==> src/rtl/lfsr_hex_display.sv <==
// Button-stepped WIDTH-bit Fibonacci LFSR with load, lockup guard and seven-segment hex output.
// Define AUTO_RUN_EN to add a periodic auto-step counter gated by auto_en.
module lfsr_hex_display #(
    parameter int unsigned       WIDTH           = 8,
    parameter logic [WIDTH-1:0]  TAPS            = WIDTH'(8'h1D),
    parameter logic [WIDTH-1:0]  SEED            = WIDTH'(1),
    parameter int unsigned       DEBOUNCE_CYCLES = 4,
    parameter int unsigned       AUTO_PERIOD     = 16
) (
    input  logic                   clk,
    input  logic                   rst,
    input  logic                   btn,
    input  logic                   load,
    input  logic [WIDTH-1:0]       load_val,
    input  logic                   auto_en,
    output logic [WIDTH-1:0]       state,
    output logic                   step_pulse,
    output logic [7*(WIDTH/4)-1:0] seg
);

    localparam int unsigned     DbW    = $clog2(DEBOUNCE_CYCLES + 1);
    localparam logic [DbW-1:0]  DbLast = DbW'(DEBOUNCE_CYCLES - 1);

    logic             sync1_q, sync2_q;
    logic             db_level_q, db_level_d;
    logic [DbW-1:0]   db_cnt_q, db_cnt_d;
    logic             btn_req_q, btn_req_d;
    logic [WIDTH-1:0] state_q, state_d;
    logic             auto_req;
    logic             step_req;
    logic             feedback;

    always_comb begin
        db_cnt_d   = db_cnt_q;
        db_level_d = db_level_q;
        btn_req_d  = 1'b0;
        if (sync2_q == db_level_q) begin
            db_cnt_d = '0;
        end else if (db_cnt_q == DbLast) begin
            db_level_d = sync2_q;
            db_cnt_d   = '0;
            // Only a debounced press (0->1) requests a step.
            btn_req_d  = sync2_q;
        end else begin
            db_cnt_d = db_cnt_q + 1'b1;
        end
    end

    always_ff @(posedge clk) begin
        if (!rst) begin
            sync1_q    <= 1'b0;
            sync2_q    <= 1'b0;
            db_level_q <= 1'b0;
            db_cnt_q   <= '0;
            btn_req_q  <= 1'b0;
            state_q    <= SEED;
        end else begin
            sync1_q    <= btn;
            sync2_q    <= sync1_q;
            db_level_q <= db_level_d;
            db_cnt_q   <= db_cnt_d;
            btn_req_q  <= btn_req_d;
            state_q    <= state_d;
        end
    end

`ifdef AUTO_RUN_EN
    localparam int unsigned      AutoW    = $clog2(AUTO_PERIOD);
    localparam logic [AutoW-1:0] AutoLast = AutoW'(AUTO_PERIOD - 1);

    logic [AutoW-1:0] auto_cnt_q, auto_cnt_d;

    assign auto_req = auto_en && (auto_cnt_q == AutoLast);

    always_comb begin
        auto_cnt_d = auto_cnt_q + 1'b1;
        if (load || !auto_en || auto_req) begin
            auto_cnt_d = '0;
        end
    end

    always_ff @(posedge clk) begin
        if (!rst) begin
            auto_cnt_q <= '0;
        end else begin
            auto_cnt_q <= auto_cnt_d;
        end
    end
`else
    logic unused_auto_en;
    assign unused_auto_en = auto_en;
    assign auto_req       = 1'b0;
`endif

    // Coincident button and auto requests merge into a single step.
    assign step_req = btn_req_q | auto_req;
    assign feedback = ^(state_q & TAPS);

    always_comb begin
        state_d    = state_q;
        step_pulse = 1'b0;
        if (state_q == '0) begin
            state_d = SEED;
        end else if (load) begin
            state_d = (load_val == '0) ? SEED : load_val;
        end else if (step_req) begin
            state_d    = {feedback, state_q[WIDTH-1:1]};
            step_pulse = 1'b1;
        end
    end

    assign state = state_q;

    function automatic logic [6:0] hex_glyph(input logic [3:0] nib);
        logic [6:0] g;
        case (nib)
            4'h0:    g = 7'b0000001;
            4'h1:    g = 7'b1001111;
            4'h2:    g = 7'b0010010;
            4'h3:    g = 7'b0000110;
            4'h4:    g = 7'b1001100;
            4'h5:    g = 7'b0100100;
            4'h6:    g = 7'b0100000;
            4'h7:    g = 7'b0001111;
            4'h8:    g = 7'b0000000;
            4'h9:    g = 7'b0000100;
            4'hA:    g = 7'b0001000;
            4'hB:    g = 7'b1100000;
            4'hC:    g = 7'b0110001;
            4'hD:    g = 7'b1000010;
            4'hE:    g = 7'b0110000;
            default: g = 7'b0111000;
        endcase
        return g;
    endfunction

    for (genvar k = 0; k < WIDTH / 4; k++) begin : g_digit
        assign seg[7*k +: 7] = hex_glyph(state_q[4*k +: 4]);
    end

endmodule

==> config.mk <==
export PLATFORM = sky130hd
export DESIGN_NAME = lfsr_hex_display
export DESIGN_NICKNAME = d
export VERILOG_FILES = /design/src/rtl/lfsr_hex_display.sv
export SDC_FILE = /design/constraint.sdc
export NUM_CORES = 1
export LEC_CHECK = 0
export CORE_MARGIN = 5
export CORE_UTILIZATION = 40
export CTS_CLUSTER_DIAMETER = 60
export DETAILED_ROUTE_END_ITERATION = 8
export PLACE_DENSITY = 0.66
export SYNTH_ARGS = -nofsm -noshare
export SYNTH_HDL_FRONTEND = slang
export SYNTH_SLANG_ARGS = --single-unit
export TNS_END_PERCENT = 100
==> constraint.sdc <==
create_clock -name clk -period 3.46 [get_ports clk]
set_input_delay 0.346 -clock clk [delete_from_list [all_inputs] [get_ports clk]]
set_output_delay 0.346 -clock clk [all_outputs]
set_load 0.03 [all_outputs]
; Word level (Yosys, flattened, before mapping)
; Memories as Yosys holds them, arrays and structs flattened. A register that Yosys moved wholly into a read port is not among the register bits.
; Cells that the tools add are included.
[op_classes]
bitwise_logic = 3
n_reduce_logical = 8
n_mux = 10
addsub = 1
n_eq_ne = 2
[ops]
columns = cell, count
row1 = 8-bit 2-to-1 mux, 3
row2 = 8-bit logical NOT, 2
row3 = 4-bit 2-to-1 mux, 4
row4 = 8-bit XOR reduction, 1
row5 = 3-bit OR reduction, 2
row6 = 3-bit by 1-bit adder with 3-bit output (second input constant), 1
row7 = 3-bit by 2-bit == test with 1-bit output (second input constant), 1
row8 = 1-bit 2-to-1 mux, 3
row9 = 1-bit NOT, 3
row10 = 2-bit AND reduction, 1
row11 = 2-bit nonzero test, 1
row12 = 2-bit OR reduction, 1
row13 = 1-bit == test, 1
[totals]
mem_count = 2
ff_bits = 15
inputBits = 13
mem_bits_ro = 224
wordCells = 32
[memory_table]
columns = name, depth, word_bits, read_ports, rd_clocked_by_memory_dff, write_ports, line
row1 = (no name shown), 16, 7, 1, 1, 0, 116  ; case (nib)
row2 = (no name shown), 16, 7, 1, 1, 0, 116

; Depth between registers and ports, before layout
[depth]
word_depth = 5
mapped_depth = 13

; Worst setup path after synthesis
; No wires, ideal clock.
[synth_path]
path_type = reg2reg
start = reg state_q[2] (netlist: state[2])
end = reg seg[10] (netlist name)
n_path_buf = 2
slack_ps = 392
arrival_time_ps = 2952
synth_period_minus_slack_ps = 3068
stages_incl_launch_ff = 13
cell_sequence = dfxtp_1 -> inv_1 -> ha_1 -> or4b_4 -> o41ai_4 -> buf_2 -> buf_2 -> nor2_1 -> ha_1 -> inv_1 -> nor3_1 -> or4b_1 -> o211a_1
[synth_via]
elab_chain_len = 5
[synth_lines]
columns = element, line
row1 = from (decl), 28  ; logic [WIDTH-1:0] state_q, state_d;
row2 = from (signal assigned), 63  ; state_q <= state_d;
row3 = 8-bit XOR reduction, 97  ; assign feedback = ^(state_q & TAPS);
row4 = 8-bit 2-to-1 mux, 106  ; end else if (step_req) begin
row5 = 8-bit 2-to-1 mux, 104  ; end else if (load) begin
row6 = 4-bit 2-to-1 mux (no source line), --
row7 = 4-bit 2-to-1 mux (no source line) *, --
; Every way passes the cells marked *; elsewhere a longest branch is shown, timed or not. The select of a mux whose other input is x is not followed.
; A chain may end at the register's enable or synchronous reset.

; Final worst setup path
[layout_path]
start = reg state_q[2] (netlist: state[2])
end = reg seg[10] (netlist name)
[layout_via]
elab_chain_len = 5
[layout_lines]
columns = element, line
row1 = 8-bit XOR reduction, 97
row2 = 8-bit 2-to-1 mux, 106
row3 = 8-bit 2-to-1 mux, 104
row4 = 4-bit 2-to-1 mux (no source line), --
row5 = 4-bit 2-to-1 mux (no source line) *, --
; Marks and branches as above.

==> results.toml <==
[floorplan]
core_area_sq_um = 3940
dieHeight_microns = 73.1
num_rows = 23
start_util = 0.404
die_area_sq_um = 5340
die_w_microns = 73.1
io_pins = 36

[setup_path]
timing_worst_setup_path_type = "flop to flop"
cp_cell_sequence = "inv_1 > ha_1 > or4b_4 > o41ai_4 > nor2_1 > ha_1 > inv_1 > nor3_1 > or4b_1 > o211a_1"
critPathRequiredTime_ns = 3.63
critPathMaxStageDelay_ns = 0.58
crit_buf_inv = 2
end_kind = "flop"
slowest_stage = "o41ai_4"
cp.arrival_ns = 3.17
critPathTopFamily = "simple AND/OR/NAND/NOR gates"
path_max_fanout = 14
start_kind = "flop"

[route]
drc = 0
avgViaCountPerCell = 5.06
wl_per_cell_microns = 13.0
ant_nets = 0
drt_iter0_drc = 104
drt-total-wl_microns = 3380
vias = 1321
drt_first_pass_iters = 4

[power]
max-vdd-ir-drop_uv = 157
pwr-share-clk = 0.300
power_density_nw_per_um2 = 422
p_leak_nw = 0.861
netSwitchingPower_mw = 0.270
p_int_mw = 0.610
seqPwrFrac = 0.427
p_sw_frac = 0.307
p_comb_frac = 0.274

[clock_network]
post_cts_resized = 0
clock_sinks = 29
cts_root_buf = "clkbuf_8"
clk_latency_ns = 0.28
clk_path_buf_depth = 2
numCtsBuffers = 5
clk_pin_slew_worst_paths_ns = 0.06
holdBufCountCts = 0
cts_setup_buffers = 0
cts_tree = "built"
cts_htree_levels = 2

[timing]
fin_crit_ns = 3.00
setup_tns_ns = 0
max_clock_freq_ghz = 0.333
finalHoldViolCount = 0
setup_viol = 0
drv_slew = 0
tightest_slew_ns = 0.693
rsz0062_at_grt = "false"
relSlewSlack = 0.537
timing.final.crit_share = 0.867
fin_worst_skew_ns = 0.00630

[synthesis]
ys_warn_count = 0
synth_edf_count = 0
async_reset_ff_frac = 0
yosysMostFrequentCell = "dfxtp_1"
synth-main-ff-cell = "dfxtp_1"
synthCells = 170
yosysSeqAreaShare = 0.364
ys_ff_latch = 29
synth.avg_cell_area_sq_um = 9.37
syn_area_sq_um = 1590
synth_common_cells = "dfxtp_1, ha_1, inv_1, mux2i_1, nor2_1"
synth_area_leaders = "dfxtp_1, ha_1, mux2i_1"
synth_nets = 198
post_synth_num_cell_types = 38
yosys.area.top_type = "dfxtp_1"
yosysTopAreaCellShare = 0.364

[placed_design]
dp_hpwl_microns = 2600
gp_congestion = 0.869
port_buffers = 34
dpl_cell_area_sq_um = 2010

[global_routing]
grt_start_max_net_pins = 16
grt_pass1_wl_microns = 5900
grt_usage = 0.142
grt_pass1_vias = 1290
antenna_found_initial = 0
overflow = 0

[finish]
drive_gt1_frac = 0.0806
fin_area_sq_um = 2090
area_delta_synth_final_pct = 31.0
regArea_sq_um = 581
antennaDiodeCount = 0
final_util = 0.529
multi_input_area_sq_um = 932
fin_nets = 238
fillers = 367

[hold_path]
min_path_type = "flop to flop"

[status]
status = "complete, no violations"

[flow_run]
cap_violations = 0
-- cell usage in the layout (no fill, tap or decap), drive strengths merged, types with 2 or more instances in the layout --
| cell type | synthesis | final |
|---|---|---|
| or4b | 2 | 2 |
| clkdlybuf4s50 | 0 | 34 |
| nor2 | 13 | 13 |
| nor3 | 2 | 2 |
| a21o | 2 | 2 |
| o21ai | 9 | 9 |
| clkbuf | 2 | 8 |
| mux2i | 14 | 14 |
| mux2 | 5 | 5 |
| nor4 | 2 | 2 |
| nand2 | 10 | 10 |
| inv | 14 | 14 |
| nor2b | 2 | 2 |
| o31ai | 2 | 2 |
| o211a | 2 | 2 |
| nand2b | 3 | 3 |
| buf | 4 | 5 |
| dfxtp | 29 | 29 |
| a31oi | 2 | 2 |
| a21oi | 9 | 9 |
| ha | 15 | 15 |
| o32ai | 2 | 2 |
| nand3 | 5 | 5 |
| and2 | 3 | 3 |
| o21a | 2 | 2 |
| nand3b | 3 | 3 |
| a211oi | 2 | 2 |
-- cell type report --
cell class / instances / share of cell area
flip-flops and latches: 29 / 0.278
multi-input cells: 121 / 0.447
repair buffers: 39 / 0.181
inverters: 14 / 0.0252
clock buffers: 8 / 0.0384
well taps: 50 / 0.0300
-- logic make-up after synthesis --
kind of cell | synth area share
flip-flops | 0.364
AO/OA/AOI/OAI | 0.163
buffers and inverters | 0.0503
multiplexers | 0.123
AND/OR/NAND/NOR | 0.160
XOR/XNOR | 0.0204
adder cells (fa/ha/maj) | 0.118
-- stage by stage --
stage | setup slack (ns) | cells | hold WS [ns] | power [mW]
floorplan | 0.392 | 170 | 0.399 | 0.532
global placement | 0.531 | 253 | 0.408 | 0.620
detailed placement | 0.485 | 253 | 0.419 | 0.624
CTS | 0.464 | 261 | 0.435 | 0.897
global route | 0.241 | 261 | 0.440 | 0.930
finish | 0.460 | 261 | 0.432 | 0.880
-- power by group through the flow --
stage	logic [mW]	clock network, mW	registers, mW
floorplan	0.0996	0	0.433
CTS	0.242	0.279	0.376
global route	0.262	0.288	0.379
global placement	0.239	0	0.382
detailed placement	0.241	0	0.383
finish	0.241	0.264	0.376
-- worst paths after layout --
kind | from | to | slack (ns) | depth (start not counted)
hold / removal | db_cnt_q[0] | db_cnt_q[0] | 0.43 | 1
setup / recovery | state[2] | seg[10] | 0.46 | 10
setup reg to reg | state[2] | seg[10] | 0.46 | 10
hold reg to reg | db_cnt_q[0] | db_cnt_q[0] | 0.43 | 1
-- worst register-to-register path, stage by stage, from the launching register on --
cell and delay, ns:
dfxtp_1 0.34, inv_1 0.07, ha_1 0.12, or4b_4 0.47, o41ai_4 0.58, nor2_1 0.22, ha_1 0.28, inv_1 0.08
nor3_1 0.05, or4b_1 0.53, o211a_1 0.14
-- flip-flops by register name, summed over array words and instances (netlist names) --
register,flops
state,8
sync2_q,1
sync1_q,1
db_cnt_q,3
db_level_q,1
seg,14
btn_req_q,1
-- layer usage --
metal  global-route usage  vias to the layer above  share of wire
met2                0.236                       29           0.47
met5                    0                        -              0
met1                0.169                      606           0.46
li1                     -                      680              -
met3               0.0358                        6          0.051
met4               0.0676                        0          0.021
Note: power is estimated with default switching activity, not from simulation.
